**src/rtl/csa_addsub_pipe_if.sv**
```systemverilog
// Operand/result handshake bundle for csa_addsub_pipe.
// The slave modport is the adder side; the master modport is the producer/consumer side.
interface csa_addsub_pipe_if #(
    parameter int WIDTH = 32
);
    logic             in_valid;
    logic             in_ready;
    logic [WIDTH-1:0] a;
    logic [WIDTH-1:0] b;
    logic             cin;
    logic             sub;
    logic             sat;
    logic             out_valid;
    logic             out_ready;
    logic [WIDTH-1:0] sum;
    logic             zero_flag;
    logic             neg_flag;
    logic             cout;
    logic             ovf_flag;

    modport master (
        output in_valid, a, b, cin, sub, sat, out_ready,
        input  in_ready, out_valid, sum, zero_flag, neg_flag, cout, ovf_flag
    );

    modport slave (
        input  in_valid, a, b, cin, sub, sat, out_ready,
        output in_ready, out_valid, sum, zero_flag, neg_flag, cout, ovf_flag
    );
endinterface

```
**src/rtl/csa_addsub_pipe.sv**
```systemverilog
// Pipelined carry-select adder/subtractor, one carry-select block per stage, with ALU flags.
// Define CSA_SAT_EN to enable signed saturation on request (sat input).
module csa_addsub_pipe #(
    parameter int WIDTH = 32,
    parameter int BLOCK = 8
) (
    input  logic              clk,
    input  logic              rst_n,
    csa_addsub_pipe_if.slave  bus
);
    localparam int NB = WIDTH / BLOCK;
    localparam int NR = (NB > 1) ? NB - 1 : 1;

`ifdef CSA_SAT_EN
    function automatic logic [WIDTH-1:0] sat_clamp(input logic [WIDTH-1:0] raw,
                                                   input logic ovf, input logic en);
        logic [WIDTH-1:0] res;
        res = raw;
        // A wrapped-negative raw result means the true value overflowed upwards.
        if (en && ovf) begin
            res = raw[WIDTH-1] ? {1'b0, {(WIDTH-1){1'b1}}} : {1'b1, {(WIDTH-1){1'b0}}};
        end
        return res;
    endfunction
`endif

    logic adv;

    // Stage inputs (from the ports for stage 0, else from the previous stage register)
    logic [WIDTH-1:0] stg_a [NB];
    logic [WIDTH-1:0] stg_b [NB];
    logic [WIDTH-1:0] stg_r [NB];
    logic             stg_c [NB];
    logic             stg_v [NB];
    logic [WIDTH-1:0] res_d [NB];
    logic             c_d   [NB];

    // Inter-stage registers
    logic [WIDTH-1:0] a_q [NR];
    logic [WIDTH-1:0] b_q [NR];
    logic [WIDTH-1:0] r_q [NR];
    logic             c_q [NR];
    logic [NR-1:0]    vld_q;

`ifdef CSA_SAT_EN
    logic             stg_s [NB];
    logic             sat_q [NR];
`else
    logic             unused_sat;
    assign unused_sat = bus.sat;
`endif

    // Output register
    logic             out_valid_q;
    logic [WIDTH-1:0] sum_q, sum_d;
    logic             zero_q, neg_q, cout_q, ovf_q;
    logic             zero_d, neg_d, cout_d, ovf_d;
    logic [WIDTH-1:0] raw_sum;
    logic             c_msb;

    assign adv          = ~out_valid_q | bus.out_ready;
    assign bus.in_ready = adv;

    for (genvar k = 0; k < NB; k++) begin : g_stage
        logic [BLOCK-1:0] blk_a, blk_b, blk_sum;

        if (k == 0) begin : g_src
            assign stg_a[0] = bus.a;
            assign stg_b[0] = bus.b ^ {WIDTH{bus.sub}};
            assign stg_r[0] = '0;
            assign stg_c[0] = bus.sub | bus.cin;
            assign stg_v[0] = bus.in_valid;
`ifdef CSA_SAT_EN
            assign stg_s[0] = bus.sat;
`endif
        end else begin : g_src
            assign stg_a[k] = a_q[k-1];
            assign stg_b[k] = b_q[k-1];
            assign stg_r[k] = r_q[k-1];
            assign stg_c[k] = c_q[k-1];
            assign stg_v[k] = vld_q[k-1];
`ifdef CSA_SAT_EN
            assign stg_s[k] = sat_q[k-1];
`endif
        end

        assign blk_a = stg_a[k][k*BLOCK +: BLOCK];
        assign blk_b = stg_b[k][k*BLOCK +: BLOCK];

        if (k == 0) begin : g_add
            // Block 0 sees the effective carry-in directly, so a plain ripple add suffices.
            logic [BLOCK:0] rc;
            assign rc      = {1'b0, blk_a} + {1'b0, blk_b} + {{BLOCK{1'b0}}, stg_c[0]};
            assign blk_sum = rc[BLOCK-1:0];
            assign c_d[0]  = rc[BLOCK];
        end else begin : g_add
            logic [BLOCK:0] s0, s1;
            assign s0      = {1'b0, blk_a} + {1'b0, blk_b};
            assign s1      = {1'b0, blk_a} + {1'b0, blk_b} + (BLOCK+1)'(1);
            assign blk_sum = stg_c[k] ? s1[BLOCK-1:0] : s0[BLOCK-1:0];
            assign c_d[k]  = s0[BLOCK] | (s1[BLOCK] & stg_c[k]);
        end

        // Resolved bits above this block are still zero, so OR-ing in the block is enough.
        assign res_d[k] = stg_r[k] | (WIDTH'(blk_sum) << (k*BLOCK));
    end

    // Final stage: flags from the resolved carries
    assign raw_sum = res_d[NB-1];
    assign cout_d  = c_d[NB-1];
    assign c_msb   = stg_a[NB-1][WIDTH-1] ^ stg_b[NB-1][WIDTH-1] ^ raw_sum[WIDTH-1];
    assign ovf_d   = c_msb ^ cout_d;
`ifdef CSA_SAT_EN
    assign sum_d   = sat_clamp(raw_sum, ovf_d, stg_s[NB-1]);
`else
    assign sum_d   = raw_sum;
`endif
    assign zero_d  = (sum_d == '0);
    assign neg_d   = sum_d[WIDTH-1];

    always_ff @(posedge clk) begin
        if (!rst_n) begin
            vld_q       <= '0;
            out_valid_q <= 1'b0;
            sum_q       <= '0;
            zero_q      <= 1'b0;
            neg_q       <= 1'b0;
            cout_q      <= 1'b0;
            ovf_q       <= 1'b0;
        end else if (adv) begin
            for (int k = 0; k < NB - 1; k++) begin
                vld_q[k] <= stg_v[k];
            end
            out_valid_q <= stg_v[NB-1];
            // Bubbles leave the last delivered result on the outputs.
            if (stg_v[NB-1]) begin
                sum_q  <= sum_d;
                zero_q <= zero_d;
                neg_q  <= neg_d;
                cout_q <= cout_d;
                ovf_q  <= ovf_d;
            end
        end
    end

    always_ff @(posedge clk) begin
        if (adv) begin
            for (int k = 0; k < NB - 1; k++) begin
                a_q[k] <= stg_a[k];
                b_q[k] <= stg_b[k];
                r_q[k] <= res_d[k];
                c_q[k] <= c_d[k];
`ifdef CSA_SAT_EN
                sat_q[k] <= stg_s[k];
`endif
            end
        end
    end

    assign bus.out_valid = out_valid_q;
    assign bus.sum       = sum_q;
    assign bus.zero_flag = zero_q;
    assign bus.neg_flag  = neg_q;
    assign bus.cout      = cout_q;
    assign bus.ovf_flag  = ovf_q;
endmodule

```
**src/flat_wrapper.sv**
```systemverilog
// flat-port wrapper written by rule: the top's interface ports become plain ports
module csa_addsub_pipe_flat 
#(
    parameter int WIDTH = 32,
    parameter int BLOCK = 8
)
  (clk, rst_n, bus_in_valid, bus_a, bus_b, bus_cin, bus_sub, bus_sat, bus_out_ready, bus_in_ready, bus_out_valid, bus_sum, bus_zero_flag, bus_neg_flag, bus_cout, bus_ovf_flag);
  csa_addsub_pipe_if #(.WIDTH(WIDTH)) bus_i ();
  input  logic clk;
  input  logic rst_n;
  input wire logic [$bits(bus_i.in_valid)-1:0] bus_in_valid;
  input wire logic [$bits(bus_i.a)-1:0] bus_a;
  input wire logic [$bits(bus_i.b)-1:0] bus_b;
  input wire logic [$bits(bus_i.cin)-1:0] bus_cin;
  input wire logic [$bits(bus_i.sub)-1:0] bus_sub;
  input wire logic [$bits(bus_i.sat)-1:0] bus_sat;
  input wire logic [$bits(bus_i.out_ready)-1:0] bus_out_ready;
  output wire logic [$bits(bus_i.in_ready)-1:0] bus_in_ready;
  output wire logic [$bits(bus_i.out_valid)-1:0] bus_out_valid;
  output wire logic [$bits(bus_i.sum)-1:0] bus_sum;
  output wire logic [$bits(bus_i.zero_flag)-1:0] bus_zero_flag;
  output wire logic [$bits(bus_i.neg_flag)-1:0] bus_neg_flag;
  output wire logic [$bits(bus_i.cout)-1:0] bus_cout;
  output wire logic [$bits(bus_i.ovf_flag)-1:0] bus_ovf_flag;
  assign bus_i.in_valid = bus_in_valid;
  assign bus_i.a = bus_a;
  assign bus_i.b = bus_b;
  assign bus_i.cin = bus_cin;
  assign bus_i.sub = bus_sub;
  assign bus_i.sat = bus_sat;
  assign bus_i.out_ready = bus_out_ready;
  assign bus_in_ready = bus_i.in_ready;
  assign bus_out_valid = bus_i.out_valid;
  assign bus_sum = bus_i.sum;
  assign bus_zero_flag = bus_i.zero_flag;
  assign bus_neg_flag = bus_i.neg_flag;
  assign bus_cout = bus_i.cout;
  assign bus_ovf_flag = bus_i.ovf_flag;
  csa_addsub_pipe #(.WIDTH(WIDTH), .BLOCK(BLOCK)) u_core (.clk(clk), .rst_n(rst_n), .bus(bus_i));
endmodule
```
**config.mk**
```make
export PLATFORM = sky130hd
export DESIGN_NAME = csa_addsub_pipe_flat
export DESIGN_NICKNAME = d
export VERILOG_FILES = /design/src/rtl/csa_addsub_pipe_if.sv /design/src/rtl/csa_addsub_pipe.sv /design/src/flat_wrapper.sv
export SDC_FILE = /design/constraint.sdc
export NUM_CORES = 1
export LEC_CHECK = 0
export ABC_AREA = 0
export BUFFER_PORTS_ARGS = -buffer_cell sky130_fd_sc_hd__buf_2
export CAP_MARGIN = 10
export CORE_MARGIN = 2
export CORE_UTILIZATION = 50
export DETAILED_ROUTE_END_ITERATION = 6
export GPL_ROUTABILITY_DRIVEN = 0
export HOLD_SLACK_MARGIN = 0.03
export PLACE_DENSITY = 0.71
export SLEW_MARGIN = 10
export SYNTH_ARGS = -nofsm -noshare
export SYNTH_HDL_FRONTEND = slang
export SYNTH_SLANG_ARGS = --single-unit
```
**constraint.sdc**
```tcl
create_clock -name clk -period 10.2 [get_ports clk]
set_input_delay 0.51 -clock clk [delete_from_list [all_inputs] [get_ports clk]]
set_output_delay 0.51 -clock clk [all_outputs]
set_load 0.05 [all_outputs]
```
==> impl_metrics.json, run 1 <==
{
  "status": "complete, no violations",
  "synth_area_per_cell_um2": 13.7,
  "rsz0062_at_grt": "false",
  "finalSetupViolCount": 0,
  "clkPwrFrac": 0.329,
  "htreeDepth": 4,
  "p_switching_mw": 0.468,
  "cts_sinks": 186,
  "final_area_um2": 9160,
  "gr-total-overflow": 0,
  "die_x_um": 129,
  "yosys_warnings": 0,
  "yosysTopAreaCellShare": 0.564,
  "fin_nets": 793,
  "finalHoldViolations": 0,
  "place.port_buffers": 107,
  "track_usage": 0.164,
  "num_vias": 4582,
  "p_int_mw": 1.43,
  "cts_setup_buffers": 0,
  "crit_path_start_kind": "register",
  "yosysSeqAreaShare": 0.664,
  "yosys_most_used_dff": "edfxtp_1",
  "io_pins": 109,
  "clock-skew-final_ns": 0.0110,
  "setup_tns_ns": 0,
  "finalMaxSlewViolations": 0,
  "p_sw_frac": 0.247,
  "wirelength_mm": 12.9,
  "drt_iter0_drc": 291,
  "synth_top_cell_by_area": "edfxtp_1",
  "numCtsBuffers": 17,
  "grt_pass1_wl_mm": 21.0,
  "cts_tree": "done",
  "drive_gt1_frac": 0.223,
  "mappedNetlistNets": 680,
  "synth_area_um2": 7830,
  "coreArea_um2": 15300,
  "peakVddDrop_mv": 0.131,
  "required_ns": 9.69,
  "post_drt_wl_per_cell_um": 14.2,
  "fmax_mhz": 305,
  "comb_power_share": 0.145,
  "maxCapViolCount": 0,
  "synthTopCellsByCount": "edfxtp_1 (147), nand2_1 (65), xor2_1 (46)",
  "cp.arrival_ns": 2.77,
  "vias_per_cell": 5.05,
  "clock_latency_ns": 0.42,
  "drt_pass1_iterations": 4,
  "placed_cell_area_um2": 8590,
  "cts_root_buffer": "clkbuf_16",
  "p_leak_nw": 3.75,
  "grt_max_degree": 83,
  "grt_pass1_vias": 4554,
  "remaining_drc_errors": 0,
  "area_delta_synth_final_pct": 17.1,
  "synth_edf_count": 147,
  "ys_ff_latch": 186,
  "place.detailed.hpwl_mm": 8.94,
  "fp-row-count": 45,
  "min_path_type": "primary input to register",
  "ctsResizeCount": 0,
  "cts_max_path_buffers": 2,
  "die_h_um": 129,
  "critPathMaxFanout": 82,
  "antenna_cells": 0,
  "yosysMostFrequentCell": "edfxtp_1",
  "crit_type": "register to primary output",
  "cp-end-kind": "primary output",
  "post-route-period-util": 0.322,
  "worst_pin_slew_ns": 1.03,
  "pwr-share-seq": 0.526,
  "netlist_instances": 570,
  "p_per_area_nw_per_um2": 207,
  "antenna_found_initial": 0,
  "clk_pin_slew_ns": 0.07,
  "yosysUniqueCellTypes": 51,
  "postCtsHoldBufs": 0,
  "async_flop_share": 0,
  "antenna_left": 0,
  "dieArea_um2": 16700,
  "fin_crit_ns": 3.28,
  "max-slew-margin-rel": 0.309,
  "start_util": 0.513,
  "synthTopCellsByArea": "edfxtp_1 (56%), dfxtp_1 (10%), ha_1 (5.4%)"
}
routing by layer:
layer / track usage / up-vias / share of wire
met4: 0.0735 / 0 / 0.020
met3: 0.0500 / 22 / 0.048
met2: 0.280 / 110 / 0.51
met5: 0 / - / 0
met1: 0.193 / 2162 / 0.43
li1: - / 2288 / -
cell families (layout without fill, tap and decap cells):
kind of cell | count (synthesis) | after routing | synth area share
flip-flops | 186 | 186 | 0.664
AND/OR/NAND/NOR | 137 | 137 | 0.0806
AO/OA/AOI/OAI | 98 | 98 | 0.0814
XOR/XNOR | 74 | 74 | 0.0865
adder cells (fa/ha/maj) | 39 | 39 | 0.0672
buffers and inverters | 33 | 159 | 0.0163
multiplexers | 3 | 3 | 0.00416
layout make-up:
cell class / count / area (µm²)
Fill cell: 1205 / 6100
Sequential cell: 186 / 5190
Multi-Input combinational cell: 351 / 2500
Timing Repair Buffer: 110 / 558
Clock buffer: 23 / 515
Tap cell: 211 / 264
Inverter: 17 / 68.8
Clock inverter: 9 / 57.6
placed cells by master, fill, tap and decap left out, drive strengths merged, types with 4 or more instances in the layout:
cell / n
a211oi: 6
a21o: 11
a21oi: 46
and2: 4
buf: 110
clkbuf: 23
clkinv: 5
dfxtp: 39
edfxtp: 147
fa: 5
ha: 34
inv: 21
nand2: 65
nand3: 6
nand4: 8
nor2: 32
nor2b: 4
nor4: 5
o21ai: 11
o21bai: 7
xnor2: 27
xor2: 46
critical path, cell delays in order, from the launching register on:
cell	delay [ns]
dfxtp_1	0.31
nor2b_1	0.21
inv_6	0.52
buf_4	0.79
buf_2	0.40
per-stage QoR:
step	cells	worst slack (ns)	total power, mW	utilization	hold slack, ns
after global placement	875	6.87	1.28	0.563	0.402
after detailed placement	875	6.81	1.29	0.563	0.405
final	907	6.92	1.90	0.600	0.257
after CTS	907	6.90	1.91	0.600	0.235
after floorplan	570	5.04	1.21	-	0.400
after global routing	907	6.73	1.98	0.600	0.236
state kept, by name, summed over array words and instances, names as in the netlist:
register and count:
u_core.bus.ovf_flag 1, u_core.a_q 48, u_core.bus.cout 1, u_core.c_q 3, u_core.vld_q 3, u_core.r_q 48, u_core.bus.sum 31, u_core.bus.neg_flag 1
u_core.b_q 48, u_core.bus.out_valid 1, u_core.bus.zero_flag 1
power groups by stage:
stage	clock network (mW)	logic, mW	registers [mW]
detailed placement	0	0.273	1.01
global placement	0	0.266	1.01
CTS	0.640	0.277	0.998
floorplan	0	0.197	1.02
finish	0.623	0.274	0.998
global route	0.668	0.307	1.01
final timing paths:
kind / startpoint / endpoint / slack (ns) / cells past startpoint
max: u_core.bus.out_valid / bus_in_ready / 6.92 / 4
min: bus_a[31] / u_core.a_q[0][31] / 0.26 / 1
max reg2reg: u_core.bus.out_valid / u_core.bus.ovf_flag / 7.22 / 7
min reg2reg: u_core.a_q[0][18] / u_core.a_q[0][50] / 0.42 / 0
No activity file was read; power rests on OpenSTA's default activity.
==> inputs of run 2 (changes only) <==
--- a/config.mk
+++ b/config.mk
@@ -5,7 +5,7 @@
 export SDC_FILE = /design/constraint.sdc
 export NUM_CORES = 1
 export LEC_CHECK = 0
-export ABC_AREA = 0
+export ABC_AREA = 1
 export BUFFER_PORTS_ARGS = -buffer_cell sky130_fd_sc_hd__buf_2
 export CAP_MARGIN = 10
 export CORE_MARGIN = 2
==> constraint.sdc (replaced) <==
create_clock -name clk -period 3.2 [get_ports clk]
set_input_delay 0.16 -clock clk [delete_from_list [all_inputs] [get_ports clk]]
set_output_delay 0.16 -clock clk [all_outputs]
set_load 0.05 [all_outputs]
==> run 2 against run 1 <==
  * Total power rose to 3.3 times the previous value
  * Routed wire length rose by 8.1%
  * Final cell count rose by 19%
  * Critical path type is now register to register
  * Critical endpoint is now u_core.bus.zero_flag
==> impl_metrics.json, run 2 <==
{
  "place.port_buffers": 107,
  "clk_pin_slew_ns": 0.06,
  "dp_slack_ns": 0.779,
  "setup_slack_ns": 0.770,
  "antenna_found_initial": 0,
  "synth_area_per_cell_um2": 11.8,
  "wirelength_mm": 13.9,
  "yosys_most_used_dff": "edfxtp_1",
  "clock-skew-final_ns": 0.00966,
  "worst_pin_slew_ns": 0.717,
  "fmax_mhz": 411,
  "placed_cell_area_um2": 8910,
  "top_regs": "u_core.a_q: 48 flops, u_core.b_q: 48 flops, u_core.r_q: 48 flops",
  "fin_nets": 957,
  "rsz0062_at_grt": "false",
  "antenna_cells": 0,
  "htreeDepth": 4,
  "cp-endpoint": "u_core.bus.zero_flag",
  "drive_gt1_frac": 0.203,
  "num_vias": 5168,
  "grt_max_degree": 62,
  "io_pins": 109,
  "p_leak_nw": 4.35,
  "cts_sinks": 186,
  "netlist_instances": 688,
  "synth_edf_count": 147,
  "r2r-start": "u_core.a_q[0][88]",
  "grt_busiest_layer": "met2",
  "layout_commonest_cell": "edfxtp_1",
  "start_util": 0.510,
  "cp.arrival_ns": 2.79,
  "synthTopCellsByCount": "edfxtp_1 (147), nand2_1 (99), inv_1 (65)",
  "ys_ff_latch": 186,
  "crit_type": "register to register",
  "fp-row-count": 46,
  "met1_usage": 0.217,
  "yosys_warnings": 0,
  "post-route-period-util": 0.759,
  "remaining_drc_errors": 0,
  "max-slew-margin-rel": 0.522,
  "postCtsHoldBufs": 42,
  "yosysUniqueCellTypes": 34,
  "cp-end-kind": "register",
  "die_h_um": 131,
  "drt_pass1_iterations": 4,
  "synthTopCellsByArea": "edfxtp_1 (54%), dfxtp_1 (9.6%), ha_1 (5.2%)",
  "ff2ff_path_depth": 12,
  "fin_crit_ns": 2.43,
  "vias_per_cell": 4.80,
  "slowest_delay_ns": 0.49,
  "p_per_area_nw_per_um2": 630,
  "grt_pass1_vias": 5073,
  "required_ns": 3.56,
  "r2r_setup_slack_ns": 0.77,
  "setup_tns_ns": 0,
  "cts_setup_buffers": 0,
  "min_path_type": "primary input to register",
  "critPathSlowestCell": "fa_1",
  "grt_use_met2": 0.280,
  "ctsResizeCount": 0,
  "layout_common_cells": "edfxtp_1 (147), buf_2 (107), nand2_1 (99), inv_1 (65), nor2_1 (58)",
  "coreArea_um2": 15900,
  "path_cells": "ha_1 -> fa_1 -> ha_1 -> nand2_1 -> o21ai_0 -> nor2_1 -> nand3_1 -> nor2_1 -> nand3_1 -> nor2_1 -> nand3_1 -> a21oi_1",
  "async_flop_share": 0,
  "power_mw": 6.23,
  "track_usage": 0.169,
  "antenna_left": 0,
  "cts_tree": "done",
  "met3_usage": 0.0386,
  "synth_area_um2": 8110,
  "status": "complete, no violations",
  "synth_top_cell_by_area": "edfxtp_1",
  "post_drt_wl_per_cell_um": 13.0,
  "r2r-end": "u_core.bus.zero_flag",
  "area_delta_synth_final_pct": 22.1,
  "place.detailed.hpwl_mm": 9.69,
  "yosysTopAreaCellShare": 0.544,
  "critPathMaxFanout": 3,
  "final_area_um2": 9900,
  "cts_root_buffer": "clkbuf_16",
  "finalSetupViolCount": 0,
  "cp-startpoint": "u_core.a_q[0][88]",
  "crit_path_start_kind": "register",
  "peakVddDrop_mv": 0.420,
  "numCtsBuffers": 17,
  "mappedNetlistNets": 798,
  "placed_cells": 1002,
  "gr-total-overflow": 0,
  "clock_latency_ns": 0.43,
  "drt_iter0_drc": 308,
  "fillers": 1298,
  "finalMaxSlewViolations": 0,
  "cts_max_path_buffers": 2,
  "maxCapViolCount": 0,
  "yosysMostFrequentCell": "edfxtp_1",
  "finalHoldViolations": 0,
  "dieArea_um2": 17300,
  "grt_pass1_wl_mm": 23.3,
  "die_x_um": 131,
  "yosysSeqAreaShare": 0.641,
  "final_cell_count_no_fill": 1076
}
-- run 2: changes by cell type in the layout (fill, tap and decap cells not counted), sizes merged, moves of 8 or more --
cell and delta:
or2 +8, xnor2 -19, a21o -10, o21ai +33
inv +50, a21oi -9, nand2 +44, dlygate4sd3 +42
nor2 +31, nand3 +40
-- run 2: per-stage QoR --
step	util	hold slack, ns
final	0.623	0.0420
after floorplan	-	0.259
after global placement	0.561	0.337
after detailed placement	0.561	0.338
after CTS	0.623	0.0309
after global routing	0.623	0.0391
-- run 2: worst max-delay path: cells and delay by family (launching register included) --
kind / cells / cell delay [ns]
AO/OA/AOI/OAI: 2 / 0.20
flip-flops: 1 / 0.37
AND/OR/NAND/NOR: 7 / 0.75
adder cells (fa/ha/maj): 3 / 1.04
-- run 2: worst min-delay path by stage --
stage	endpoint	start	cells past startpoint
global placement	u_core.a_q[0][15]	bus_a[15]	1
global route	u_core.b_q[0][19]	bus_b[19]	2
detailed placement	u_core.a_q[0][19]	bus_a[19]	1
finish	u_core.b_q[0][23]	bus_b[23]	2
floorplan	u_core.a_q[0][10]	bus_a[10]	0
CTS	u_core.b_q[0][23]	bus_b[23]	2
-- run 2: cell type report --
type | instances | area (µm²) | share of cell area
tap | 216 | 270 | 0.0273
sequential | 186 | 5190 | 0.525
inverter | 75 | 282 | 0.0284
multi-input combinational | 412 | 2580 | 0.261
timing repair buffer | 155 | 1000 | 0.101
clock inverter | 7 | 92.6 | 0.00936
clock buffer | 25 | 475 | 0.0480
-- run 2: power by group --
part / switching, mW / internal, mW
registers: 0.125 / 3.03
clock network: 0.832 / 1.19
logic: 0.664 / 0.392
total: 1.62 / 4.61
-- run 2: cell families after synthesis --
logic type / synth area share
adder cells (fa/ha/maj): 0.0648
AO/OA/AOI/OAI: 0.0514
flip-flops: 0.641
XOR/XNOR: 0.0562
buffers and inverters: 0.0426
multiplexers: 0.00278
AND/OR/NAND/NOR: 0.142
-- run 2: routing by layer --
metal  routed length, µm  vias up
li1                    -     2645
met1                6300     2385
met2                6730      121
met3                 671       17
met4                 242        0
met5                   0        -
==> inputs of run 3 (changes only) <==
==> constraint.sdc (replaced) <==
create_clock -name clk -period 2.25 [get_ports clk]
set_input_delay 0.1125 -clock clk [delete_from_list [all_inputs] [get_ports clk]]
set_output_delay 0.1125 -clock clk [all_outputs]
set_load 0.05 [all_outputs]
==> run 3 against run 2 <==
  * The run now ends with setup timing left
  * Critical path depth unchanged
  * Non-clock buffer count grew 14
  * First-iteration DRC count fell by 5.2%
  * Register-to-register slack got worse by 0.81 ns
  * Routed wire length barely moved
  * Fmax rose by 5.9%
  * Clock skew barely moved
  * Final cell count rose by 1.3%
  * Worst hold slack improved by 0.046 ns
  * Core utilization is 2.0 points higher
  * Clock power up 58%
  * Highest routed layer unchanged
==> impl_metrics.json, run 3 (synthesis gave the netlist of run 2 again) <==
{
  "setup_slack_ns": -0.0449,
  "min_path_type": "primary input to register",
  "track_usage": 0.169,
  "place.port_buffers": 107,
  "drt_iter0_drc": 292,
  "htreeDepth": 4,
  "dieArea_um2": 17300,
  "clock_latency_ns": 0.43,
  "cts_tree": "done",
  "fin_nets": 971,
  "path_cells": "ha_4 -> fa_2 -> ha_4 -> nand2_2 -> o21ai_2 -> nor2_1 -> nand3_1 -> nor2_1 -> nand3_1 -> nor2_1 -> nand3_1 -> a21oi_1",
  "placed_cell_area_um2": 8940,
  "die_x_um": 131,
  "clk_pin_slew_ns": 0.07,
  "status": "finished, violations left",
  "p_leak_nw": 4.45,
  "numCtsBuffers": 17,
  "top_layer": "met4",
  "placed_cells": 1005,
  "top_regs": "u_core.a_q: 48 flops, u_core.b_q: 48 flops, u_core.r_q: 48 flops",
  "final_cell_count_no_fill": 1090,
  "cts_max_path_buffers": 2,
  "slowest_delay_ns": 0.56,
  "layout_commonest_cell": "edfxtp_1",
  "wl_met2_mm": 6.71,
  "p_per_area_nw_per_um2": 910,
  "place.detailed.hpwl_mm": 9.35,
  "fin_crit_ns": 2.29,
  "required_ns": 2.61,
  "grt_pass1_wl_mm": 23.4,
  "gr-total-overflow": 0,
  "crit_type": "register to register",
  "coreArea_um2": 15900,
  "critPathSlowestCell": "fa_2",
  "fp-row-count": 46,
  "vias_per_cell": 4.77,
  "grt_pass1_vias": 5116,
  "fmax_mhz": 436,
  "drt-met1-wl_mm": 6.34,
  "antenna_found_initial": 0,
  "max-slew-margin-rel": 0.461,
  "grt_max_degree": 154,
  "critPathMaxFanout": 3,
  "worst_pin_slew_ns": 0.808,
  "r2r-start": "u_core.a_q[0][88]",
  "maxCapViolCount": 0,
  "finalSetupViolCount": 2,
  "cts_sinks": 186,
  "final_core_utilization": 0.643,
  "layout_common_cells": "edfxtp_1 (147), buf_2 (107), nand2_1 (89), inv_1 (65), nor2_1 (56)",
  "num_vias": 5196,
  "clock-skew-final_ns": 0.00948,
  "cp-end-kind": "register",
  "wl_met3_um": 641,
  "violations": "setup timing",
  "rsz0062_at_grt": "true",
  "hp-start": "bus_a[7]",
  "finalMaxSlewViolations": 0,
  "post_drt_wl_per_cell_um": 12.8,
  "cts_root_buffer": "clkbuf_16",
  "final_area_um2": 10200,
  "antenna_cells": 0,
  "start_util": 0.510,
  "io_pins": 109,
  "crit_path_start_kind": "register",
  "cp.arrival_ns": 2.66,
  "post-route-period-util": 1.02,
  "hold_ws_ns": 0.0885,
  "cp-startpoint": "u_core.a_q[0][88]",
  "area_delta_synth_final_pct": 26.0,
  "remaining_drc_errors": 0,
  "finalHoldViolations": 0,
  "fillers": 1208,
  "drt_pass1_iterations": 4,
  "drive_gt1_frac": 0.248,
  "antenna_left": 0,
  "peakVddDrop_mv": 0.607,
  "wirelength_mm": 13.9,
  "die_h_um": 131
}
run 3: cell types whose count changed in the layout (fill, tap and decap cells not counted), sizes merged:
cell	previous run	this run
clkinvlp	0	1
inv	71	78
bufinv	2	4
dlygate4sd3	42	49
clkinv	9	6
clkbuf	25	18
buf	113	120
run 3: worst paths after layout:
kind / endpoint / depth (start not counted) / slack [ns]
setup reg to reg: u_core.bus.zero_flag / 12 / -0.04
setup / recovery: u_core.bus.zero_flag / 12 / -0.04
hold / removal: u_core.c_q[0][0] / 3 / 0.09
hold reg to reg: u_core.b_q[0][56] / 0 / 0.42
run 3: worst max-delay path: cells and delay by family (launching register included):
kind | cells | cell delay (ns)
simple gates | 7 | 0.68
fa+ha+maj | 3 | 0.97
flops | 1 | 0.43
compound gates | 2 | 0.16
run 3: timing repair:
item / in CTS / in global routing
resized for setup: 6 / 27
setup buffers: 0 / 4
setup endpoints to repair: 9 / 12
pin swaps: 12 / 16
hold endpoints to repair: 49 / 0
hold buffers: 49 / 0
run 3: power breakdown:
part | total, mW | switching, mW | internal, mW
logic | 1.62 | 0.988 | 0.628
clock network | 3.19 | 1.30 | 1.89
registers | 4.49 | 0.182 | 4.31
total | 9.30 | 2.47 | 6.83
run 3: final cells by class:
type / count / area (µm²) / share of cell area
Clock buffer: 18 / 429 / 0.0420
Clock inverter: 14 / 208 / 0.0203
Inverter: 75 / 285 / 0.0279
Multi-Input combinational cell: 412 / 2690 / 0.263
Sequential cell: 186 / 5200 / 0.509
Tap cell: 216 / 270 / 0.0265
Timing Repair Buffer: 169 / 1140 / 0.111
run 3: metal layers:
layer  track usage  up-vias
met4        0.0658        0
met2         0.284      116
li1              -     2683
met1         0.214     2373
met5             0        -
met3        0.0394       24
run 3: metrics by stage:
step	TNS (ns)	worst slack, ns	total power, mW
floorplan	0	0.0230	5.62
global placement	-0.0313	-0.0313	5.94
detailed placement	-0.138	-0.130	6.01
CTS	-0.0888	-0.0784	9.28
global route	-0.770	-0.186	9.74
finish	-0.0813	-0.0449	9.30
